<file path="src/rtl/lsu_pkg.sv">
// Shared definitions for the load/store unit.
//   - funct3 width/sign codes for RISC-V loads and stores
//   - FSM state enum (IDLE, BUS)
//   - fault cause encodings reported on o_fault_cause
package lsu_pkg;

  localparam logic [2:0] MEM_B  = 3'b000;
  localparam logic [2:0] MEM_H  = 3'b001;
  localparam logic [2:0] MEM_W  = 3'b010;
  localparam logic [2:0] MEM_BU = 3'b100;
  localparam logic [2:0] MEM_HU = 3'b101;

  typedef enum logic {
    IDLE = 1'b0,
    BUS  = 1'b1
  } lsu_state_e;

  typedef enum logic [1:0] {
    FAULT_LOAD_MISALIGN  = 2'd0,
    FAULT_STORE_MISALIGN = 2'd1,
    FAULT_BUS_ERR        = 2'd2,
    FAULT_ILLEGAL        = 2'd3
  } lsu_fault_e;

endpackage

</file>
<file path="src/rtl/lsu_align.sv">
// Combinational data alignment for the load/store unit.
// Request side (from the incoming instruction):
//   is_load_i, is_store_i, funct3_i, addr_lo_i, st_data_i
//   -> sel_o (byte lanes), wdata_o (replicated store data),
//      misalign_o, illegal_o
// Response side (from the registered bus request):
//   ld_funct3_i, ld_addr_lo_i, rdata_i -> ld_data_o (extracted, extended)
module lsu_align
  import lsu_pkg::*;
(
  input  logic        is_load_i,
  input  logic        is_store_i,
  input  logic [2:0]  funct3_i,
  input  logic [1:0]  addr_lo_i,
  input  logic [31:0] st_data_i,
  output logic [3:0]  sel_o,
  output logic [31:0] wdata_o,
  output logic        misalign_o,
  output logic        illegal_o,
  input  logic [2:0]  ld_funct3_i,
  input  logic [1:0]  ld_addr_lo_i,
  input  logic [31:0] rdata_i,
  output logic [31:0] ld_data_o
);

  logic [31:0] lane;

  always_comb begin
    sel_o      = '0;
    wdata_o    = st_data_i;
    misalign_o = 1'b0;
    illegal_o  = 1'b0;

    // Width comes from funct3[1:0]; funct3[2] only marks unsigned loads.
    case (funct3_i[1:0])
      2'b00: begin
        sel_o   = 4'b0001 << addr_lo_i;
        wdata_o = {4{st_data_i[7:0]}};
      end
      2'b01: begin
        sel_o      = 4'b0011 << {addr_lo_i[1], 1'b0};
        wdata_o    = {2{st_data_i[15:0]}};
        misalign_o = addr_lo_i[0];
      end
      2'b10: begin
        sel_o      = 4'b1111;
        misalign_o = |addr_lo_i;
      end
      default: sel_o = '0;
    endcase

    if (is_load_i) begin
      illegal_o = !(funct3_i inside {MEM_B, MEM_H, MEM_W, MEM_BU, MEM_HU});
    end else if (is_store_i) begin
      illegal_o = !(funct3_i inside {MEM_B, MEM_H, MEM_W});
    end

    // An illegal encoding is reported as such, never as misaligned.
    if (illegal_o) begin
      misalign_o = 1'b0;
    end
  end

  always_comb begin
    lane = rdata_i >> {ld_addr_lo_i, 3'b000};
    case (ld_funct3_i)
      MEM_B:   ld_data_o = {{24{lane[7]}}, lane[7:0]};
      MEM_H:   ld_data_o = {{16{lane[15]}}, lane[15:0]};
      MEM_BU:  ld_data_o = {24'h0, lane[7:0]};
      MEM_HU:  ld_data_o = {16'h0, lane[15:0]};
      default: ld_data_o = lane;
    endcase
  end

endmodule

</file>
<file path="src/rtl/load_store_unit.sv">
// Memory stage: drives a single-master classic Wishbone bus for loads and
// stores, passes non-memory results through, and presents one registered
// result per instruction to writeback.
// Ports:
//   i_clk, i_rst_n                  clock, async active-low reset
//   i_valid / o_ready               instruction handshake from execute
//   i_alu_out, i_store_data         effective address / result, rs2 value
//   i_is_load, i_is_store, i_funct3 instruction kind and width/sign
//   i_rd                            destination register
//   o_wb_*, i_wb_*                  Wishbone master interface
//   o_valid, o_rd, o_result         writeback result pulse
//   o_fault, o_fault_cause          trap qualification and cause
module load_store_unit
  import lsu_pkg::*;
#(
  parameter int unsigned ADDR_W = 32,
  parameter int unsigned REG_W  = 5
) (
  input  logic              i_clk,
  input  logic              i_rst_n,
  input  logic              i_valid,
  output logic              o_ready,
  input  logic [31:0]       i_alu_out,
  input  logic [31:0]       i_store_data,
  input  logic              i_is_load,
  input  logic              i_is_store,
  input  logic [2:0]        i_funct3,
  input  logic [REG_W-1:0]  i_rd,
  output logic              o_wb_cyc,
  output logic              o_wb_stb,
  output logic              o_wb_we,
  output logic [ADDR_W-3:0] o_wb_adr,
  output logic [31:0]       o_wb_dat,
  output logic [3:0]        o_wb_sel,
  input  logic              i_wb_ack,
  input  logic              i_wb_err,
  input  logic [31:0]       i_wb_dat,
  output logic              o_valid,
  output logic [REG_W-1:0]  o_rd,
  output logic [31:0]       o_result,
  output logic              o_fault,
  output logic [1:0]        o_fault_cause
);

  lsu_state_e        state_q, state_d;
  logic [ADDR_W-3:0] adr_q, adr_d;
  logic [1:0]        lo_q, lo_d;
  logic [31:0]       dat_q, dat_d;
  logic [3:0]        sel_q, sel_d;
  logic              we_q, we_d;
  logic [2:0]        f3_q, f3_d;
  logic [REG_W-1:0]  rd_q, rd_d;
  logic              valid_q, valid_d;
  logic              fault_q, fault_d;
  lsu_fault_e        cause_q, cause_d;
  logic [31:0]       result_q, result_d;
  logic [REG_W-1:0]  rd_out_q, rd_out_d;
  logic              mem_done_q, mem_done_d;

  logic [3:0]  req_sel;
  logic [31:0] req_wdata;
  logic [31:0] ld_data;
  logic        misalign;
  logic        illegal;
  logic        is_mem;
  logic        accept;
  logic        bus_active;

  lsu_align u_align (
    .is_load_i    (i_is_load),
    .is_store_i   (i_is_store),
    .funct3_i     (i_funct3),
    .addr_lo_i    (i_alu_out[1:0]),
    .st_data_i    (i_store_data),
    .sel_o        (req_sel),
    .wdata_o      (req_wdata),
    .misalign_o   (misalign),
    .illegal_o    (illegal),
    .ld_funct3_i  (f3_q),
    .ld_addr_lo_i (lo_q),
    .rdata_i      (i_wb_dat),
    .ld_data_o    (ld_data)
  );

  // mem_done_q blocks a new accept in the cycle a memory op reports back.
  assign o_ready    = (state_q == IDLE) && !mem_done_q;
  assign accept     = i_valid && o_ready;
  assign is_mem     = i_is_load || i_is_store;
  assign bus_active = (state_q == BUS);

  assign o_wb_cyc      = bus_active;
  assign o_wb_stb      = bus_active;
  assign o_wb_we       = bus_active && we_q;
  assign o_wb_adr      = bus_active ? adr_q : '0;
  assign o_wb_dat      = bus_active ? dat_q : '0;
  assign o_wb_sel      = bus_active ? sel_q : '0;
  assign o_valid       = valid_q;
  assign o_rd          = rd_out_q;
  assign o_result      = result_q;
  assign o_fault       = fault_q;
  assign o_fault_cause = cause_q;

  always_comb begin
    state_d    = state_q;
    adr_d      = adr_q;
    lo_d       = lo_q;
    dat_d      = dat_q;
    sel_d      = sel_q;
    we_d       = we_q;
    f3_d       = f3_q;
    rd_d       = rd_q;
    valid_d    = 1'b0;
    fault_d    = 1'b0;
    cause_d    = FAULT_LOAD_MISALIGN;
    result_d   = result_q;
    rd_out_d   = rd_out_q;
    mem_done_d = 1'b0;

    case (state_q)
      IDLE: begin
        if (accept) begin
          if (!is_mem) begin
            valid_d  = 1'b1;
            result_d = i_alu_out;
            rd_out_d = i_rd;
          end else if (illegal || misalign) begin
            valid_d    = 1'b1;
            fault_d    = 1'b1;
            result_d   = '0;
            rd_out_d   = '0;
            mem_done_d = 1'b1;
            if (illegal) begin
              cause_d = FAULT_ILLEGAL;
            end else if (i_is_load) begin
              cause_d = FAULT_LOAD_MISALIGN;
            end else begin
              cause_d = FAULT_STORE_MISALIGN;
            end
          end else begin
            state_d = BUS;
            adr_d   = i_alu_out[ADDR_W-1:2];
            lo_d    = i_alu_out[1:0];
            dat_d   = req_wdata;
            sel_d   = req_sel;
            we_d    = i_is_store;
            f3_d    = i_funct3;
            rd_d    = i_is_store ? '0 : i_rd;
          end
        end
      end
      BUS: begin
        if (i_wb_err) begin
          state_d    = IDLE;
          valid_d    = 1'b1;
          fault_d    = 1'b1;
          cause_d    = FAULT_BUS_ERR;
          result_d   = '0;
          rd_out_d   = '0;
          mem_done_d = 1'b1;
        end else if (i_wb_ack) begin
          state_d    = IDLE;
          valid_d    = 1'b1;
          result_d   = we_q ? '0 : ld_data;
          rd_out_d   = rd_q;
          mem_done_d = 1'b1;
        end
      end
      default: state_d = IDLE;
    endcase
  end

  always_ff @(posedge i_clk or negedge i_rst_n) begin
    if (!i_rst_n) begin
      state_q    <= IDLE;
      adr_q      <= '0;
      lo_q       <= '0;
      dat_q      <= '0;
      sel_q      <= '0;
      we_q       <= 1'b0;
      f3_q       <= '0;
      rd_q       <= '0;
      valid_q    <= 1'b0;
      fault_q    <= 1'b0;
      cause_q    <= FAULT_LOAD_MISALIGN;
      result_q   <= '0;
      rd_out_q   <= '0;
      mem_done_q <= 1'b0;
    end else begin
      state_q    <= state_d;
      adr_q      <= adr_d;
      lo_q       <= lo_d;
      dat_q      <= dat_d;
      sel_q      <= sel_d;
      we_q       <= we_d;
      f3_q       <= f3_d;
      rd_q       <= rd_d;
      valid_q    <= valid_d;
      fault_q    <= fault_d;
      cause_q    <= cause_d;
      result_q   <= result_d;
      rd_out_q   <= rd_out_d;
      mem_done_q <= mem_done_d;
    end
  end

endmodule

</file>
<file path="config.mk">
export PLATFORM = sky130hd
export DESIGN_NAME = load_store_unit
export DESIGN_NICKNAME = d
export VERILOG_FILES = /design/src/rtl/lsu_pkg.sv /design/src/rtl/lsu_align.sv /design/src/rtl/load_store_unit.sv
export SDC_FILE = /design/constraint.sdc
export NUM_CORES = 1
export LEC_CHECK = 0
export BUFFER_PORTS_ARGS = -buffer_cell sky130_fd_sc_hd__buf_2
export CELL_PAD_IN_SITES_DETAIL_PLACEMENT = 0
export CELL_PAD_IN_SITES_GLOBAL_PLACEMENT = 1
export CORE_MARGIN = 2
export CORE_UTILIZATION = 39
export DETAILED_ROUTE_END_ITERATION = 10
export PLACE_DENSITY_LB_ADDON = 0.1
export SLEW_MARGIN = 20
export SYNTH_ARGS = -nofsm -noshare
export SYNTH_HDL_FRONTEND = slang
export SYNTH_HIERARCHICAL = 1
export SYNTH_SLANG_ARGS = --single-unit
</file>
<file path="constraint.sdc">
create_clock -name i_clk -period 2.2 [get_ports i_clk]
set_clock_uncertainty 0.2 [all_clocks]
set_input_delay 0.33 -clock i_clk [delete_from_list [all_inputs] [get_ports i_clk]]
set_output_delay 0.33 -clock i_clk [all_outputs]
set_load 0.03 [all_outputs]
</file>
==> results.md, run 1 <==
Flow run:
- The count of max-cap constraint violations is 0.

Logic synthesis:
- The synthesized netlist net count is 748.
- The number of flops mapped to enable cells by yosys is 0.
- dfrtp_1 takes more of the synthesized area than any other cell.
- The Yosys warning count is 6.
- The most common cell in the synthesized netlist is dfrtp_1.
- The fraction of registers with async set or reset after synthesis is 100%.
- After technology mapping, the gate count stands at 631.
- The most used flip-flop cell after synthesis is dfrtp_1.
- The post-synthesis area per instance is 10.7 µm².
- Of the synthesized area, sequential elements account for 44.5%.
- By area the synthesized netlist is led by dfrtp_1 44%, mux2_2 15%, and2_1 6.2%.
- The number of different library cells in the post-synthesis netlist is 35.
- The mapped netlist covers 0.00675 mm².
- By count the netlist is led by 120 x dfrtp_1, 88 x mux2_2, 67 x and2_1.
- The number of register bits inferred by synthesis is 120.
- The proportion of netlist area held by the largest area contributor is 44.5%.

Power:
- The worst vdd rail ir drop is 680 µV.
- For this design the static power due to leakage is 5.00 nW.
- The internal power summed over all cells is 6.98 mW.
- The clock network fraction of total power is 29.1%.
- The register share of total power is 31.8%.
- The power density relative to cell area is 1100 mW/mm².
- The switching power is 3.78 mW.
- Combinational logic is responsible for 39.0% of the overall power.
- In this run switching power makes up 35.1% of total power.

Cells and area:
- The multi-input combinational cells in the finished layout cover a total of 0.00362 mm².
- For this run, the post-layout net count is 1,036.
- The share of final-layout standard cells stronger than drive strength 1 is 49.2%.
- Summing all non-filler instances in the final layout gives an area of 0.00982 mm².
- The area added between synthesis and finish is 45.4%.
- The count of antenna diodes in the layout is 0.
- The register area is 0.00301 mm².
- The fill cell total of the finished layout is 1,509.
- Cells fill 57.4% of the core in the end.
- Leaving out filler cells and counting taps, the final layout contains 1,157.

STA:
- Setup repair after global routing could not meet its margin everywhere.
- Measured against its own limit, the worst slew margin works out to 59.8%.
- The max-slew violation count was 0.
- After layout, the worst path uses 102% of the clock period.
- The highest clock rate is 0.446 GHz.
- After layout, the worst setup slack is -0.0438 ns.
- The tightest hold path in the finished design has a slack of 0.0214 ns.
- The final number of hold-violating endpoints is 0.
- The final-layout setup total negative slack is -0.814 ns.
- The worst path in the final design needs a cycle of 2.24 ns, including I/O delays and setup.
- Setup violations remaining at the end of the flow were counted as 30.
- The measured slew at the worst slew-check pin is 0.601 ns.

Global route:
- The via count of the first global-routing pass is 5,755.
- The aggregate global-route resource usage is 22.0%.
- The wire length of the first global-routing pass is 30,900 µm.
- The initial antenna violation count is 0.
- The total global routing overflow is 0.
- Entering global routing, the biggest net connects 53 pins.

Floorplan:
- 222 I/O pins were placed.
- Once the floorplan was initialized, standard cells occupied 39.5% of the core.
- The floorplan step defined a core boundary enclosing 0.0171 mm².
- The height of the die is 136 µm.
- The die is 136 µm wide.
- Row generation in the floorplan step produced 48 rows.
- The die covers 0.0184 mm².

Worst setup path:
- At the worst endpoint, the arrival time is 2.34 ns.
- The largest fanout on the critical path is 11.
- The data required time at the worst endpoint is 2.30 ns.
- The path type of the worst setup path is input port to register.
- The largest single stage delay on the critical path is 0.33 ns.
- Among the stages of the critical path, the cell type that occurs most often is buf_6.
- The startpoint identified for the worst register-to-register timing path is lo_q[0].
- The setup check on the worst reg-to-reg path leaves a slack of 0.02 ns.
- The largest individual stage delay along the critical path comes from the cell mux2_2.
- In this run the critical register-to-register path is captured at o_result[29].
- Counting cells, the worst reg-to-reg path comes to 8.
- The worst setup path is captured at a register.
- The worst setup path is launched from an input port.
- The critical path goes through buf_8 -> buf_6 -> ha_4 -> nor2_4 -> a21oi_2 -> a211oi_2 -> buf_4 -> nor2_2 -> nand4b_1 -> buf_6 -> clkbuf_16 -> mux2_2.

Placed design:
- The congestion estimate from routability-driven global placement came to 0.850.
- The half-perimeter wire length after placement is 14,800 µm.
- During placement, the flow inserted port buffers numbering 221.
- The placed instances occupy a cell area of 0.00833 mm².
- In this run, placement finished with an instance count of 1,076.

Detailed routing:
- The average detailed-routed wire length per instance is 18.4 µm.
- The first routing iteration left 341 violations.
- The number of optimization iterations in the first detailed-route pass is 6.
- The total wire length after detailed routing is 21,300 µm.
- In the routed layout, each cell is associated on average with a via count of 5.08.
- Summing over every cut layer, the via total after detailed routing is 5,873.
- The antenna violation net count after detailed routing is 0.
- For this run, design rule violations remaining after detail routing come to 0.

CTS:
- At the later pin of the worst-skew pair, clock insertion delay measures 0.42 ns.
- The H-tree level count is 4.
- The tree is rooted in a clkbuf_16.
- The clock transition time at the flip-flop clock pins of the worst setup and hold paths is 0.06 ns.
- TritonCTS built the clock tree.
- The total CTS buffers is 17.
- For this design, the sink count on the clock tree is 120.
- Counting along the longest clock path gives a buffer depth of 2.

Hold path:
- In this run the most critical hold path is launched from i_store_data[4].
- The type of the tightest min-delay check is input port to register.
- For hold timing, the worst endpoint is dat_q[4].
- The depth of the worst hold-timing path is 2.

Run status:
- The run finished, with violations left.
- The final reports fail on negative setup slack.
-- critical path: cells and delay by family --
kind	cells	cell delay (ns)
AOI/OAI and AO/OA	2	0.35
buffers and inverters	5	0.80
and+or+nand+nor	3	0.35
adders and majority gates	1	0.17
muxes	1	0.33
-- registers in the layout, summed over array words and instances (netlist names), 2 cells and up --
name and count:
adr_q 30, o_result 32, dat_q 32, lo_q 2, o_rd 5, f3_q 3
rd_q 5, sel_q 4, o_fault_cause 2
-- cell families after synthesis --
| logic type | synth area share [%] |
|---|---|
| AOI/OAI and AO/OA | 12.3 |
| and+or+nand+nor | 14.8 |
| DFF | 44.5 |
| adders and majority gates | 1.11 |
| buffers and inverters | 5.06 |
| muxes | 22.2 |
-- worst max path at each step --
stage / depth (start not counted) / endpoint / startpoint
after floorplan: 12 / o_result[22] / i_funct3[0]
after global placement: 12 / dat_q[20] / i_funct3[1]
after detailed placement: 11 / adr_q[2] / i_funct3[1]
after CTS: 11 / adr_q[2] / i_funct3[1]
after global routing: 12 / lo_q[0] / i_funct3[0]
final: 12 / dat_q[28] / i_funct3[0]
-- metrics by stage --
| stage | setup WS, ns | total power, mW |
|---|---|---|
| floorplan | -0.334 | 6.01 |
| global placement | -0.326 | 7.12 |
| detailed placement | -0.443 | 7.21 |
| CTS | 0.00267 | 10.5 |
| global route | -0.0781 | 11.4 |
| finish | -0.0438 | 10.8 |
-- cell usage in the layout (no fill, tap or decap), types with 5 or more instances in the layout --
cell type        n
nand2_1         53
dfrtp_1        118
buf_12          10
dlygate4sd3_1   38
buf_4           36
bufinv_16        5
nor2b_1         10
nand2b_1         8
buf_6            9
a211oi_1        14
o21ai_0         26
mux2i_1         16
a22o_1          40
nor2_2           5
nor2_1          42
buf_2          217
mux2_4          38
a21oi_1         28
and2_1          67
clkbuf_16       22
mux2_2          70
-- power groups by stage --
stage               Combinational (mW)  Sequential [mW]  Clock (mW)
floorplan                         2.38             3.63           0
global placement                  3.73             3.39           0
detailed placement                3.79             3.43           0
CTS                               3.90             3.40        3.19
global route                      4.51             3.52        3.32
finish                            4.20             3.42        3.13
-- routing by layer --
layer	global-route usage [%]	share of wire, %
met5	0	0
met3	5.24	5.3
met2	33.4	47
met4	7.41	2.1
met1	30.7	46
-- cell type report --
class                      instances  area share (%)
inverter                           6           0.229
clock inverter                    14            2.23
sequential                       120            30.6
timing repair buffer             319            22.8
multi-input combinational        455            36.8
clock buffer                      18            4.47
tap                              225            2.87
-- what timing repair did --
item,CTS,global route
hold buffers,38,0
setup endpoints to repair,69,156
hold endpoints to repair,154,0
resized for setup,12,66
pin swaps,2,5
setup buffers,1,3
gates cloned,0,7
No activity file was read; power rests on OpenSTA's default activity.
==> inputs of run 2 (changes only) <==
--- a/config.mk
+++ b/config.mk
@@ -9,7 +9,8 @@
 export CELL_PAD_IN_SITES_DETAIL_PLACEMENT = 0
 export CELL_PAD_IN_SITES_GLOBAL_PLACEMENT = 1
 export CORE_MARGIN = 2
-export CORE_UTILIZATION = 39
+export CORE_UTILIZATION = 40
+export CTS_BUF_LIST = sky130_fd_sc_hd__clkbuf_8
 export DETAILED_ROUTE_END_ITERATION = 10
 export PLACE_DENSITY_LB_ADDON = 0.1
 export SLEW_MARGIN = 20
==> run 2 against run 1 <==
- the run still ends with negative setup slack left
- global-route usage grew 0.64 points
- sequential share of layout area grew 0.75 points
- critical path depth shrank 5
- sequential cell count is the same
- first-iteration DRC count shrank 1.2%
- worst hold slack lost 0.0098 ns
- maximum frequency grew 1.6%
- die area shrank 2.4%
- power shrank 11%
- clock power shrank 36%
- non-clock buffer count grew 8
==> results.md, run 2 (synthesis results as in run 1) <==
Run status:
- The flow ran to the end, but the final reports show violations.
- The checks that failed: negative setup slack.

Detailed routing:
- The total wire length after detailed routing is 20,900 µm.
- In the routed layout, each cell is associated on average with a via count of 5.05.
- The number of design-rule violations left by the first detailed-router iteration is 337.
- The average detailed-routed wire length per instance is 17.9 µm.
- The detailed router placed 5,875 vias in this run.
- The number of remaining DRC errors is 0.
- The count of nets left with antenna violations once routing finished came out at 0.
- The pre-antenna-repair detailed-routing pass consisted of 5 iterations.

CTS:
- The CTS root buffer is clkbuf_8.
- Clock tree synthesis inserted a total of 17 buffers.
- The maximum root-to-sink buffer count is 2.
- The clock tree synthesis step divided the H-tree into 4 levels.
- TritonCTS built the clock tree.
- After clock tree synthesis, the clock-pin slew on the worst setup and hold paths is 0.08 ns.
- The later pin in the worst-skew pair is clocked with a latency of 0.45 ns.
- The clock sink total is 120.

Floorplan:
- The die covers 0.0179 mm².
- The initial utilization of the core area, before any placement, comes to 40.9%.
- The placeable core region is 0.0165 mm².
- The height of the die is 134 µm.
- After floorplanning, the core was divided into 47 placement rows.
- The I/O pin count is 222.
- In this run the horizontal extent of the chip is 134 µm.

Cells and area:
- The share of final-layout standard cells stronger than drive strength 1 is 48.1%.
- The net total in the final layout is 1,045.
- Leaving out fill and tap cells, the most frequent cell in the layout is buf_2.
- The area added between synthesis and finish is 42.0%.
- The top cell types in the final layout, fill and taps aside, are 218 x buf_2, 117 x dfrtp_1, 69 x mux2_2, 67 x and2_1, 56 x nand2_1.

Worst setup path:
- For this run, the slowest stage of the critical path takes 0.45 ns.
- Walking the worst path, the cells encountered are mux2i_1 -> mux2i_2 -> o211ai_4 -> buf_4 -> o21ai_2 -> a22o_1 -> mux2_4.
- Data arrives at the worst endpoint at 2.34 ns.
- The worst setup path is captured at a register.
- The count of buffer and inverter cells on the critical path is 1.
- By startpoint and endpoint, the worst setup path is classified as register to register.
- The largest fanout on the critical path is 8.
- The slowest cell on the critical path is dfrtp_2.
- The top cell family by delay on the critical path is multiplexers.
- The worst setup path is launched from a register.
- The data required time at the worst endpoint is 2.33 ns.

Power:
- The part of the power in combinational logic is 43.6%.
- Of the total power, registers draw 35.6%.
- Of the total power, the share spent switching nets is 38.4%.
- IR analysis of the VDD net gives a maximum drop of 437 µV.
- The total chip power is 9.57 mW.
- The internal power summed over all cells is 5.89 mW.
- Power spread over the standard cell area amounts to 998 mW/mm².
- In this run the power spent charging and discharging nets is 3.67 mW.
- The leakage component of the power is 4.92 nW.
- In this run, the clock network consumes 20.8% of the power.

STA:
- The worst setup slack after layout is -0.00842 ns.
- The worst slew slack as a fraction of its limit is 61.8%.
- The post-route clock period utilization is 100%.
- At the pin with the least slew margin, the transition time is 0.572 ns.
- The final-layout setup total negative slack is -0.00842 ns.
- The setup violation total in the final timing report is 1.
- The max-slew violation count is 0.
- The highest clock rate is 0.453 GHz.
- After layout, the minimum clock period comes to 2.21 ns.
- The final number of hold-violating endpoints is 0.
- Setup repair after global routing could not meet its margin everywhere.

Hold path:
- The type of the tightest min-delay check is input port to register.

Placed design:
- In this run the tool buffered the top-level ports with 221 buffer cells.
- Detailed placement ended at an HPWL of 14,600 µm.
- The final weighted congestion in routability-driven placement is 0.869.

Global route:
- The initial antenna violation count is 3.
- The aggregate global-route resource usage is 22.6%.
- The largest net degree at the start of global routing is 51.
- The first global-routing pass estimated 31,200 µm of wire.
- The total global routing overflow is 0.
- The via count of the first global-routing pass is 5,877.

Flow run:
- The count of max-cap constraint violations is 0.
==> run 2: changes by cell type in the layout (fill, tap and decap cells not counted), sizes merged <==
cell	change
clkinvlp	+2
o211ai	+1
diode	+3
bufinv	-3
inv	+1
clkbuf	-1
buf	+1
clkinv	+1
dlygate4sd3	+7
==> run 2: worst paths after layout <==
path	startpoint	to	slack [ns]	cells after the start
max in group asynchronous	i_rst_n	o_wb_cyc	0.95	3
min in group asynchronous	i_rst_n	adr_q[28]	0.20	2
hold / removal	i_store_data[6]	dat_q[6]	0.01	2
hold reg to reg	rd_q[1]	rd_q[1]	0.29	2
setup reg to reg	lo_q[0]	o_result[20]	-0.008	7
setup / recovery	lo_q[0]	o_result[20]	-0.008	7
==> run 2: metrics by stage <==
step | setup WS (ns) | instance area (µm²) | util, % | std cells | hold slack, ns
after global placement | -0.299 | 8330 | 50.4 | 1070 | 0.137
after CTS | 0.0214 | 9240 | 55.9 | 1150 | 0.00155
after global routing | -0.0634 | 9590 | 58.0 | 1163 | 0.00544
after detailed placement | -0.380 | 8330 | 50.4 | 1070 | 0.140
after floorplan | -0.334 | 6810 | - | 631 | -0.166
final | -0.00842 | 9590 | 58.0 | 1164 | 0.0116
==> run 2: layout make-up <==
cell class	count	area [µm²]
sequential	120	3010
antenna	3	7.51
clock inverter	15	153
clock buffer	17	234
inverter	6	27.5
tap	220	275
timing repair buffer	327	2290
multi-input combinational	456	3600
fill	1478	6940
==> run 2: metal layers <==
metal	global-route usage (%)	share of wire [%]	up-vias
li1	-	-	2798
met1	30.7	46	2874
met2	36.1	47	177
met3	4.88	4.9	24
met4	7.45	1.9	2
met5	0	0.062	-
==> run 2: power by group through the flow <==
stage	Sequential, mW	Combinational (mW)	Clock, mW
2_1_floorplan	3.63	2.38	0
3_3_place_gp	3.38	3.72	0
3_5_place_dp	3.42	3.79	0
4_1_cts	3.39	3.95	2.04
5_1_grt	3.51	4.47	2.14
6_report	3.41	4.17	1.99
==> run 2: repair_timing <==
item / in CTS / in global routing
endpoints found under the setup margin: 74 / 105
gates cloned: 1 / 7
pin swaps: 1 / 6
gates resized for setup: 11 / 47
endpoints found under the hold margin: 79 / 0
hold buffers: 45 / 0
setup buffers: 2 / 4
==> inputs of run 3 (changes only) <==
--- a/config.mk
+++ b/config.mk
@@ -12,6 +12,7 @@
 export CORE_UTILIZATION = 40
 export CTS_BUF_LIST = sky130_fd_sc_hd__clkbuf_8
 export DETAILED_ROUTE_END_ITERATION = 10
+export HOLD_SLACK_MARGIN = 0.12
 export PLACE_DENSITY_LB_ADDON = 0.1
 export SLEW_MARGIN = 20
 export SYNTH_ARGS = -nofsm -noshare
==> run 3 against run 2 <==
- the flow still finishes with violations (negative setup slack)
- power is 0.65% higher
- worst hold slack better by 0.14 ns
- utilization is 1.9 points higher
- die area stayed put
- worst setup slack better by 0.0059 ns
- global-route usage is 0.27 points higher
- critical endpoint unchanged
==> results.md, run 3 (synthesis results as in run 1) <==
Global route:
- The wire length of the first global-routing pass is 31,600 µm.
- The via count of the first global-routing pass is 6,003.
- The aggregate global-route resource usage is 22.9%.
- The total global routing overflow is 0.
- The largest net degree at the start of global routing is 51.
- The initial antenna violation count was 3.

Power:
- VDD sags by at most 452 µV.
- Net switching is 38.3% of the power.
- The clock network fraction of total power is 20.6%.
- The switching power is 3.69 mW.
- In this run the static leakage power is 5.05 nW.
- The power density relative to cell area is 973 mW/mm².
- The internal power summed over all cells is 5.94 mW.
- The part of the power in combinational logic is 44.0%.
- The register share of total power is 35.5%.

Cells and area:
- The fill cell total of the finished layout is 1,461.
- The area added between synthesis and finish is 46.5%.
- The register area is 0.00301 mm².
- The final instance count without filler cells is 1,190.
- The multi-input gate area in the final layout is 0.00364 mm².
- The design area is 0.00990 mm².
- The library cells used most frequently in the layout, excluding fill and tap cells, are 217 x buf_2, 117 x dfrtp_1, 71 x dlygate4sd3_1, 67 x and2_1, 67 x mux2_2.
- The most common library cell in the layout ignoring fill and taps is buf_2.
- After the last flow step, the layout net total stands at 1,071.
- The share of final-layout standard cells stronger than drive strength 1 is 47.1%.

STA:
- The max-slew violation count is 0.
- The post-route clock period utilization is 100%.
- The worst slew slack as a fraction of its limit is 63.4%.
- The worst hold slack after final layout is 0.156 ns.
- The worst setup slack after layout is -0.00254 ns.
- The final number of hold-violating endpoints was 0.
- Setup repair after global routing could not meet its margin everywhere.
- Setup violations remaining at the end of the flow were counted as 1.
- The shortest period the worst path allows is 2.20 ns.
- Static timing analysis puts the maximum clock frequency at 0.454 GHz.
- The measured slew at the worst slew-check pin is 0.549 ns.

Floorplan:
- The placeable core region is 0.0165 mm².
- The die covers 0.0179 mm².
- The initialized floorplan defines 47 standard-cell rows.
- The starting density of the core is 40.9%.
- 222 I/O pins were placed.
- The height of the die is 134 µm.
- The overall die width is 134 µm.

CTS:
- Counting every sink on the clock net gives 120.
- The CTS root buffer is clkbuf_8.
- The TritonCTS clock tree is built.
- At the later pin of the worst-skew pair, clock insertion delay measures 0.44 ns.
- The total CTS buffers is 17.
- The maximum root-to-sink buffer count is 2.
- In this run the number of H-tree levels came out at 4.
- Clock-pin slew was measured on the worst setup and hold paths at 0.07 ns.

Detailed routing:
- For this run, design rule violations remaining after detail routing come to 0.
- After the first detailed-routing iteration, the DRC count stood at 274.
- The average detailed-routed wire length per instance is 18.0 µm.
- The total wire length after detailed routing is 21,400 µm.
- The antenna violation net count after detailed routing is 0.
- The routed layout has 6,019 vias.
- Dividing the detail-routed via count by the number of cells gives 5.06.
- The number of optimization iterations in the first detailed-route pass is 4.

Worst setup path:
- The capture point of the worst path is o_result[20].
- The worst setup path is of the register to register kind.
- Across all register-to-register paths, the minimum setup slack is -0.003 ns.
- Tracing the worst setup path back leads to its startpoint at lo_q[0].
- STA classifies the critical path endpoint as a register.
- The data arrival time of the worst path is 2.33 ns.
- The reg-to-reg endpoint is o_result[20].
- Of all nets on the critical path, the largest fanout is 8.
- The startpoint identified for the worst register-to-register timing path is lo_q[0].
- Counting cells, the worst reg-to-reg path comes to 7.
- STA classifies the critical path startpoint as a register.
- Data on the critical path is required at its endpoint by 2.32 ns.

Placed design:
- The standard cell area after detailed placement is 0.00833 mm².
- Including well taps, the total number of placed cells is 1,070.
- The final weighted congestion in routability-driven placement is 0.869.
- The half-perimeter wire length after placement is 14,600 µm.
- The count of buffers added on input and output ports is 221.

Flow run:
- The count of max-cap constraint violations is 0.

Run status:
- The checks that failed: negative setup slack.
- The flow ran to the end, but the final reports show violations.

Hold path:
- The type of the tightest min-delay check is input port to register.
- The depth of the worst hold-timing path is 4.
[run 3: what timing repair did]
action | in CTS | in global routing
hold buffers | 72 | 0
gates cloned | 1 | 8
endpoints found under the setup margin | 74 | 105
endpoints found under the hold margin | 224 | 0
resized for setup | 11 | 51
pin swaps | 1 | 9
setup buffers | 2 | 3
[run 3: layer usage]
| metal | global-route usage, % | wire length [µm] | vias up |
|---|---|---|---|
| met5 | 0 | 7 | - |
| met4 | 7.62 | 415 | 2 |
| met3 | 4.57 | 1090 | 29 |
| met2 | 36.5 | 10100 | 185 |
| met1 | 31.2 | 9750 | 2947 |
| li1 | - | - | 2856 |
[run 3: power by group through the flow]
stage	registers, mW	clock network (mW)	logic (mW)
6_report	3.41	1.98	4.24
5_1_grt	3.51	2.14	4.54
4_1_cts	3.39	2.04	3.99
3_5_place_dp	3.42	0	3.79
3_3_place_gp	3.38	0	3.72
2_1_floorplan	3.63	0	2.38
[run 3: area by class of cell]
type	count	area share (%)
antenna	3	0.0759
clock buffer	17	2.36
clock inverter	15	1.54
inverter	6	0.278
multi-input combinational	456	36.7
sequential	120	30.4
tap	220	2.78
timing repair buffer	353	25.8
[run 3: worst max-delay path, cell delays in order (launching register included)]
cell,delay [ns]
dfrtp_2,0.45
mux2i_1,0.31
mux2i_2,0.17
o211ai_4,0.30
buf_4,0.16
o21ai_2,0.05
a22o_1,0.20
mux2_4,0.25
[run 3: per-stage QoR]
step,power (mW),utilization [%],TNS [ns],setup WS [ns]
global route,10.2,59.9,-1.64,-0.0634
CTS,9.42,57.6,0,0.0166
global placement,7.10,50.4,-28.29,-0.299
detailed placement,7.20,50.4,-36.23,-0.380
finish,9.63,59.9,-0.00254,-0.00254
floorplan,6.01,-,-29.45,-0.334
[run 3: worst min path at each step]
stage | from | endpoint | slack (ns)
after floorplan | i_rst_n | adr_q[0] | -0.17
after global placement | i_rst_n | adr_q[28] | 0.14
after detailed placement | i_rst_n | adr_q[26] | 0.14
after CTS | i_store_data[9] | dat_q[9] | 0.12
after global routing | i_store_data[8] | dat_q[8] | 0.17
final | i_store_data[31] | dat_q[31] | 0.16
